**config.mk**
```make
export PLATFORM = sky130hd
export DESIGN_NAME = nibble_link_target_bridge
export DESIGN_NICKNAME = d
export VERILOG_FILES = /design/src/rtl/nibble_link_target_bridge.sv
export SDC_FILE = /design/constraint.sdc
export NUM_CORES = 1
export LEC_CHECK = 0
export BUFFER_PORTS_ARGS = -buffer_cell sky130_fd_sc_hd__buf_4
export CAP_MARGIN = 20
export CORE_MARGIN = 2
export CORE_UTILIZATION = 45
export CTS_BUF_LIST = sky130_fd_sc_hd__clkbuf_16
export CTS_CLUSTER_SIZE = 14
export DETAILED_ROUTE_END_ITERATION = 6
export HOLD_SLACK_MARGIN = 0.08
export PLACE_DENSITY = 0.72
export SYNTH_ARGS = -nofsm -noshare
export SYNTH_HDL_FRONTEND = slang
export SYNTH_SLANG_ARGS = --single-unit
export TNS_END_PERCENT = 5
```
**constraint.sdc**
```tcl
create_clock -name clk_i -period 1.5 [get_ports clk_i]
set_input_delay 0.075 -clock clk_i [delete_from_list [all_inputs] [get_ports clk_i]]
set_output_delay 0.075 -clock clk_i [all_outputs]
set_load 0.01 [all_outputs]
```
**src/rtl/nibble_link_target_bridge.sv**
```systemverilog
// Target side of the narrow memory link: gathers LSB-first link beats into one
// memory request, then streams the memory response back out as link beats.
module nibble_link_target_bridge #(
  parameter int unsigned LinkWidth = 4,
  parameter int unsigned AddrWidth = 10,
  parameter int unsigned DataWidth = 32,
  parameter bit          WriteRsp  = 1'b0
) (
  input  logic                   clk_i,
  input  logic                   rst_ni,
  input  logic [LinkWidth-1:0]   link_q_data_i,
  input  logic                   link_q_write_i,
  input  logic                   link_q_strb_i,
  input  logic                   link_q_valid_i,
  output logic                   link_q_ready_o,
  output logic [LinkWidth-1:0]   link_p_data_o,
  output logic                   link_p_last_o,
  output logic                   link_p_valid_o,
  input  logic                   link_p_ready_i,
  output logic [AddrWidth-1:0]   req_addr_o,
  output logic [DataWidth-1:0]   req_data_o,
  output logic                   req_write_o,
  output logic [DataWidth/8-1:0] req_wstrb_o,
  output logic                   req_valid_o,
  input  logic                   req_ready_i,
  input  logic [DataWidth-1:0]   rsp_data_i,
  input  logic                   rsp_valid_i,
  output logic                   rsp_ready_o,
  output logic                   busy_o
);

  localparam int unsigned AddrBeats    = (AddrWidth + LinkWidth - 1) / LinkWidth;
  localparam int unsigned DataBeats    = DataWidth / LinkWidth;
  localparam int unsigned BeatsPerByte = 8 / LinkWidth;
  localparam int unsigned AddrBufW     = AddrBeats * LinkWidth;
  localparam int unsigned MaxBeats     = (AddrBeats > DataBeats) ? AddrBeats : DataBeats;
  localparam int unsigned CntW         = $clog2(MaxBeats + 1);

  localparam logic [CntW-1:0] AddrLast = CntW'(AddrBeats - 1);
  localparam logic [CntW-1:0] DataLast = CntW'(DataBeats - 1);

  // state    | meaning
  // RX_ADDR  | idle / collecting address beats
  // RX_DATA  | collecting write data and strobe beats
  // ISSUE    | memory request presented, waiting for req_ready_i
  // WAIT_RSP | waiting for the memory response
  // TX_RSP   | shifting the response out on the link
  typedef enum logic [2:0] {
    RX_ADDR  = 3'd0,
    RX_DATA  = 3'd1,
    ISSUE    = 3'd2,
    WAIT_RSP = 3'd3,
    TX_RSP   = 3'd4
  } state_t;

  state_t                state_q, state_d;
  logic [CntW-1:0]       cnt_q;
  logic [AddrBufW-1:0]   addr_q;
  logic [DataWidth-1:0]  data_q;
  logic [DataBeats-1:0]  strb_q;
  logic                  write_q;
  logic [DataWidth-1:0]  rsp_q;

  logic q_fire, req_fire, rsp_fire, p_fire;
  logic addr_done, data_done, tx_last, wr_now;

  assign link_q_ready_o = (state_q == RX_ADDR) || (state_q == RX_DATA);
  assign req_valid_o    = (state_q == ISSUE);
  assign rsp_ready_o    = (state_q == WAIT_RSP);
  assign link_p_valid_o = (state_q == TX_RSP);
  assign busy_o         = (state_q != RX_ADDR);

  assign q_fire   = link_q_valid_i && link_q_ready_o;
  assign req_fire = req_valid_o && req_ready_i;
  assign rsp_fire = rsp_valid_i && rsp_ready_o;
  assign p_fire   = link_p_valid_o && link_p_ready_i;

  assign addr_done = (cnt_q == AddrLast);
  assign data_done = (cnt_q == DataLast);
  // A write ack is a single beat; a read response is DataBeats beats.
  assign tx_last   = write_q ? (cnt_q == '0) : (cnt_q == DataLast);
  // The write flag is not yet registered while beat 0 is being accepted.
  assign wr_now    = (cnt_q == '0) ? link_q_write_i : write_q;

  always_ff @(posedge clk_i) begin
    if (!rst_ni) begin
      state_q <= RX_ADDR;
    end else begin
      state_q <= state_d;
    end
  end

  always_comb begin
    state_d = state_q;
    case (state_q)
      RX_ADDR: begin
        if (q_fire && addr_done) begin
          state_d = wr_now ? RX_DATA : ISSUE;
        end
      end
      RX_DATA: begin
        if (q_fire && data_done) begin
          state_d = ISSUE;
        end
      end
      ISSUE: begin
        if (req_fire) begin
          state_d = (!write_q || WriteRsp) ? WAIT_RSP : RX_ADDR;
        end
      end
      WAIT_RSP: begin
        if (rsp_fire) begin
          state_d = TX_RSP;
        end
      end
      TX_RSP: begin
        if (p_fire && tx_last) begin
          state_d = RX_ADDR;
        end
      end
      default: state_d = RX_ADDR;
    endcase
  end

  always_ff @(posedge clk_i) begin
    if (!rst_ni) begin
      cnt_q   <= '0;
      addr_q  <= '0;
      data_q  <= '0;
      strb_q  <= '0;
      write_q <= 1'b0;
      rsp_q   <= '0;
    end else begin
      case (state_q)
        RX_ADDR: begin
          if (q_fire) begin
            // Shift in from the top so beat 0 ends up in the low bits.
            addr_q <= AddrBufW'({link_q_data_i, addr_q} >> LinkWidth);
            cnt_q  <= addr_done ? '0 : cnt_q + 1'b1;
            if (cnt_q == '0) begin
              write_q <= link_q_write_i;
              data_q  <= '0;
              strb_q  <= '0;
            end
          end
        end
        RX_DATA: begin
          if (q_fire) begin
            data_q <= DataWidth'({link_q_data_i, data_q} >> LinkWidth);
            strb_q <= DataBeats'({link_q_strb_i, strb_q} >> 1);
            cnt_q  <= data_done ? '0 : cnt_q + 1'b1;
          end
        end
        WAIT_RSP: begin
          if (rsp_fire) begin
            rsp_q <= write_q ? '0 : rsp_data_i;
            cnt_q <= '0;
          end
        end
        TX_RSP: begin
          if (p_fire) begin
            rsp_q <= rsp_q >> LinkWidth;
            cnt_q <= tx_last ? '0 : cnt_q + 1'b1;
          end
        end
        default: ;
      endcase
    end
  end

  assign req_addr_o    = addr_q[AddrWidth-1:0];
  assign req_data_o    = data_q;
  assign req_write_o   = write_q;
  assign link_p_data_o = rsp_q[LinkWidth-1:0];
  assign link_p_last_o = (state_q == TX_RSP) && tx_last;

  for (genvar b = 0; b < DataWidth / 8; b++) begin : g_wstrb
    assign req_wstrb_o[b] = |strb_q[b*BeatsPerByte +: BeatsPerByte];
  end

endmodule

```
# Word level (Yosys, flattened, before mapping)
# Cells that the tools add are included.
# W data, S select, Z words.
# word_totals
input_bits	44
out_inout_bits	57
wordCells	77
register_bits	92
# classes
n_eq_ne	15
reduce_logical	24
n_addsub	1
n_mux	30
# ops
op	count
$mux W32	6
$pmux W32 S2	2
$mux W4	7
$mux W8	3
$pmux W4 S4	1
$pmux W8 S2	1
$mux W3	5
$pmux W3 S5	1
$ne A2 B1 Y1 const B	7
$reduce_and A5 Y1	2
$logic_and A1 B1 Y1	8
$reduce_or A2 Y1	4
$eq A3 B2 Y1 const B	2
$add A4 B1 Y4 const B	1
$eq A4 B2 Y1 const B	1
$eq A4 B3 Y1 const B	1
$logic_not A4 Y1	1
$mux W2	2
$ne A2 B2 Y1 const B	2
$reduce_and A4 Y1	1
$reduce_bool A2 Y1	2
$reduce_bool A4 Y1	1
$eq A3 B1 Y1 const B	1
$eq A3 B3 Y1 const B	1
6 further kinds	7

# Longest topological paths before layout
# logic_depth
ltp_word	6
depth_mapped	8
ltp_nobuf	6

# Worst setup path after synthesis
# OpenSTA, ideal clock, no wires.
# synth_timing
kind	register -> register
from	register cnt_q[0]
to	register state_q[1]
setup_ps	95
t_required_ps	1405
synth_period_minus_slack_ps	1635
path_stages_with_launch	7
n_path_buf	0
slack_ps	-135
arrival_ps	1540
path_cell_list	dfxtp_1 inv_1 ha_1 or3b_2 a21oi_1 o211ai_1 a221oi_1
# synth_via
elab_chain_len	5
elab_cells_between_ends	15
cone_classes	eq/ne (5); mux (5); reduce/logical (5)
# synth_lines
element	line	rtl
start: declaration	57	logic [CntW-1:0] cnt_q;
start signal: assignment	139	cnt_q <= addr_done ? '0 : cnt_q + 1'b1;
start signal: assignment	151	cnt_q <= data_done ? '0 : cnt_q + 1'b1;
start signal: assignment	163	cnt_q <= tx_last ? '0 : cnt_q + 1'b1;
$logic_not A4 Y1 / $eq A4 B3 Y1 (equally long branches)	81, 83, 79	
$mux W1, on equally long branches	--	
$mux W2 / $logic_and A1 B1 Y1 (equally long branches)	98, 117	
$mux W3 / $ne A2 B1 Y1 (equally long branches)	--	
$pmux W3 S5 / $reduce_and A5 Y1 (equally long branches)	--	
end signal: assignment	89	state_q <= state_d;
end: declaration	56	state_t state_q, state_d;
# Several ways; a longest one is shown, not always the timed one. The select of a mux whose other input is x is not followed.
# A chain may end at the register's enable or synchronous reset.

# Final worst setup path
# layout_timing
from	register cnt_q[0]
to	output port link_p_last_o
# layout_via
elab_chain_len	3
elab_cells_between_ends	4
cone_classes	eq/ne (1); mux (1); reduce/logical (2)
# layout_lines
element	line	rtl
$eq A4 B3 Y1 / $logic_not A4 Y1 (equally long branches)	81	assign tx_last = write_q ? (cnt_q == '0) : (cnt_q == DataLast);
$mux W1 *	81	
$logic_and A1 B1 Y1 *	175	assign link_p_last_o = (state_q == TX_RSP) && tx_last;
end: declaration	17	output logic link_p_last_o,
# Every way passes the cells marked *; elsewhere a longest branch is shown, timed or not.

==> out/qor.yml <==
clock_network:
  root_buffer: "clkbuf_16"
  cts_sinks: 92
  clk_pin_slew_ns: 0.07
  cts.path.max_buffers: 2
  cts_inserted_buffers: 9
  htreeDepth: 3
  tritoncts: "yes"
  clock_latency_ns: 0.34
logic_synthesis:
  synth_top_area_share_pct: 44.1
  synth_ff_type: "dfxtp_1"
  synth_enable_flop_cells: 0
  yosysTopAreaCell: "dfxtp_1"
  synthTopCellsByArea: "dfxtp_1 44%, a21oi_1 7.4%, nand2_1 7.1%"
  syn_nets: 572
  avgSynthCellArea_sq_um: 7.96
  yosysWarningCount: 0
  synth.distinct_cells: 47
  synth_seq_area_share_pct: 44.1
  synth_area_sq_um: 4180
  synthArstFlopShare_pct: 0
  ys_seq_elements: 92
  synthCells: 525
sta:
  setup_ws_ns: -0.143
  min_period_ns: 1.64
  setup_viol: 80
  slew_viol_final: 0
  max_freq_mhz: 609
  fin_crit_sh_pct: 110
  rsz0062_at_grt: "true"
  final_hold_viol_count: 0
  worst_pin_slew_ns: 0.666
  clock_skew_ns: 0.00775
  slew_headroom_pct: 55.5
  finalSetupTns_ns: -7.09
status:
  status: "finished, violations left"
  violations: "negative setup slack"
drt:
  firstDrtPassIters: 5
  antenna_left: 0
  wl_microns: 11700
  vias_per_cell: 5.48
  drt_iter0_markers: 177
  num_vias: 4147
  wire_per_inst_microns: 15.4
  drc_errors: 0
power:
  p_per_area_nw_per_um2: 921
  switching_share_pct: 25.6
  pwr-share-seq_pct: 44.3
  finalPower_uw: 5650
  clock_power_share_pct: 40.3
  p_int_uw: 4210
  peakVddDrop_mv: 0.575
  power_frac_comb_pct: 15.4
  switching_power_uw: 1450
  p_leak_uw: 0.00241
floorplanning:
  fp.dieW_microns: 100
  rows: 35
  start_util_pct: 45.9
  core-area_sq_um: 9110
  die_area_sq_um: 10100
  die_h_microns: 100
  io_pins: 101
setup_path:
  r2r_start: "cnt_q[0]"
  critPathLaunchType: "register"
  crit_buf_inv: 2
  reg2reg_slack_ns: -0.14
  cp.arrival_ns: 1.57
  cp.required_ns: 1.42
  worstReg2RegEnd: "req_data_o[15]"
  critPathMaxStageDelay_ns: 0.40
  crit_type: "reg -> out"
  crit_chain: "ha_4, nor4bb_4, o21ai_2, inv_1, buf_4"
  cp_slowest_cell: "nor4bb_4"
  reg2reg_depth: 9
  cpLargestDelayFamily: "simple AND/OR/NAND/NOR gates"
  worst_setup_path_end_kind: "output pin"
  critPathMaxFanout: 3
min_path:
  hold_class: "in -> reg"
  hold_depth: 4
  worstHoldEndpoint: "state_q[2]"
  holdCritStartpoint: "link_p_ready_i"
job:
  max-cap-violations: 0
global_route:
  grt_overflow: 0
  grtUsageTotal_pct: 21.9
  grt_pass1_vias: 3917
  antenna_found_initial: 0
  grt_max_degree: 90
  grt_pass1_wl_microns: 18100
placed_design:
  io_buffer_count: 100
  placed_area_sq_um: 5400
  hpwl_microns: 7130
  place.gp.congestion: 0.875
  pre_cts_slack_ns: -0.151
  dp_cells: 720
final_layout:
  fin_nets: 689
  drive_gt1_share_pct: 38.7
  final_area_sq_um: 6140
  stdcell_count: 757
  diodes: 0
  syn_to_final_growth_pct: 46.9
==> how the worst max path moves through the flow <==
stage / start / cells past startpoint / slack [ns] / to
after floorplan: cnt_q[0] / 6 / -0.05 / state_q[0]
after global placement: state_q[0] / 5 / -0.09 / rsp_q[20]
after detailed placement: cnt_q[0] / 8 / -0.15 / req_data_o[31]
after CTS: cnt_q[2] / 4 / -0.13 / link_p_last_o
after global routing: cnt_q[0] / 5 / -0.21 / link_p_last_o
final: cnt_q[0] / 5 / -0.14 / link_p_last_o
==> cell usage in the layout, fill, tap and decap left out, types with 3 or more instances in the layout <==
cell type | netlist | routed
buf_4 | 19 | 132
dfxtp_1 | 92 | 85
nand2_1 | 79 | 75
a21oi_1 | 62 | 59
nand3_1 | 48 | 48
nor3_1 | 31 | 28
a211oi_2 | 1 | 27
and3_1 | 26 | 26
nor2_1 | 34 | 24
clkbuf_16 | 0 | 12
buf_12 | 0 | 12
dlygate4sd3_1 | 0 | 11
nor2_2 | 0 | 10
buf_6 | 3 | 8
dfxtp_2 | 0 | 5
or2_2 | 4 | 4
nand2_2 | 0 | 4
nor3b_1 | 5 | 4
inv_1 | 5 | 3
nor3_2 | 0 | 3
o21ai_0 | 5 | 3
a211oi_1 | 29 | 3
==> cell families after synthesis <==
family / share of synthesized area (%)
AO/OA/AOI/OAI: 16.8
buffers and inverters: 8.86
multiplexers: 0.749
AND/OR/NAND/NOR: 28.7
adder cells (fa/ha/maj): 0.898
flip-flops: 44.1
==> per-layer routing <==
metal / vias to the layer above / track usage (%) / share of wire, %
li1: 2052 / - / -
met1: 1960 / 28.9 / 45
met2: 118 / 36.6 / 49
met3: 17 / 3.20 / 4.4
met4: 0 / 7.90 / 1.4
met5: - / 0 / 0
==> worst reg2reg max path, cell delays in order (launching register included) <==
cell and delay [ns]:
dfxtp_4 0.38, inv_4 0.05, ha_4 0.15, nor3b_4 0.16, buf_4 0.17, o21ai_4 0.16
buf_12 0.14, clkbuf_16 0.16, nand2_1 0.06, a21oi_1 0.14
==> flip-flops by register name (all words and copies together) (netlist names) <==
name and cells:
req_write_o 1, req_data_o 32, state_q 3, addr_q 12
rsp_q 32, strb_q 8, cnt_q 4
==> layout make-up <==
type	instances	area, sq um
clock inverter	6	70.1
timing repair buffer	167	1520
clock buffer	9	225
fill	744	2970
sequential	92	1860
multi-input combinational	365	2290
tap	111	139
inverter	7	33.8
==> cells in the mapped netlist, drive strengths merged (3+ instances only) <==
library cell,number
buf,35
nor2,34
nand3,48
a21oi,62
ha,3
nor3b,6
and3,26
o21ai,6
nand2,79
or2,4
a211oi,30
clkbuf,26
nor2b,3
dfxtp,92
inv,7
nor3,31
==> stage by stage <==
step	util (%)	hold slack, ns
3_5_place_dp	59.3	0.343
4_1_cts	65.2	0.131
6_report	67.4	0.147
5_1_grt	67.4	0.157
2_1_floorplan	-	0.211
3_3_place_gp	59.3	0.337
==> repair_timing <==
action | CTS | global route
hold endpoints to repair | 19 | 0
setup endpoints to repair | 93 | 93
pin swaps | 31 | 11
hold buffers | 11 | 0
buffers inserted | 5 | 2
gates resized for setup | 27 | 29
gates cloned | 0 | 4
==> power by group through the flow <==
| stage | sequential, uW | combinational [uW] | clock [uW] |
|---|---|---|---|
| 3_5_place_dp | 2550 | 673 | 0 |
| 2_1_floorplan | 2540 | 401 | 0 |
| 5_1_grt | 2510 | 936 | 2430 |
| 6_report | 2500 | 870 | 2280 |
| 4_1_cts | 2500 | 726 | 2330 |
| 3_3_place_gp | 2550 | 663 | 0 |
(Power assumes the default switching activity.)
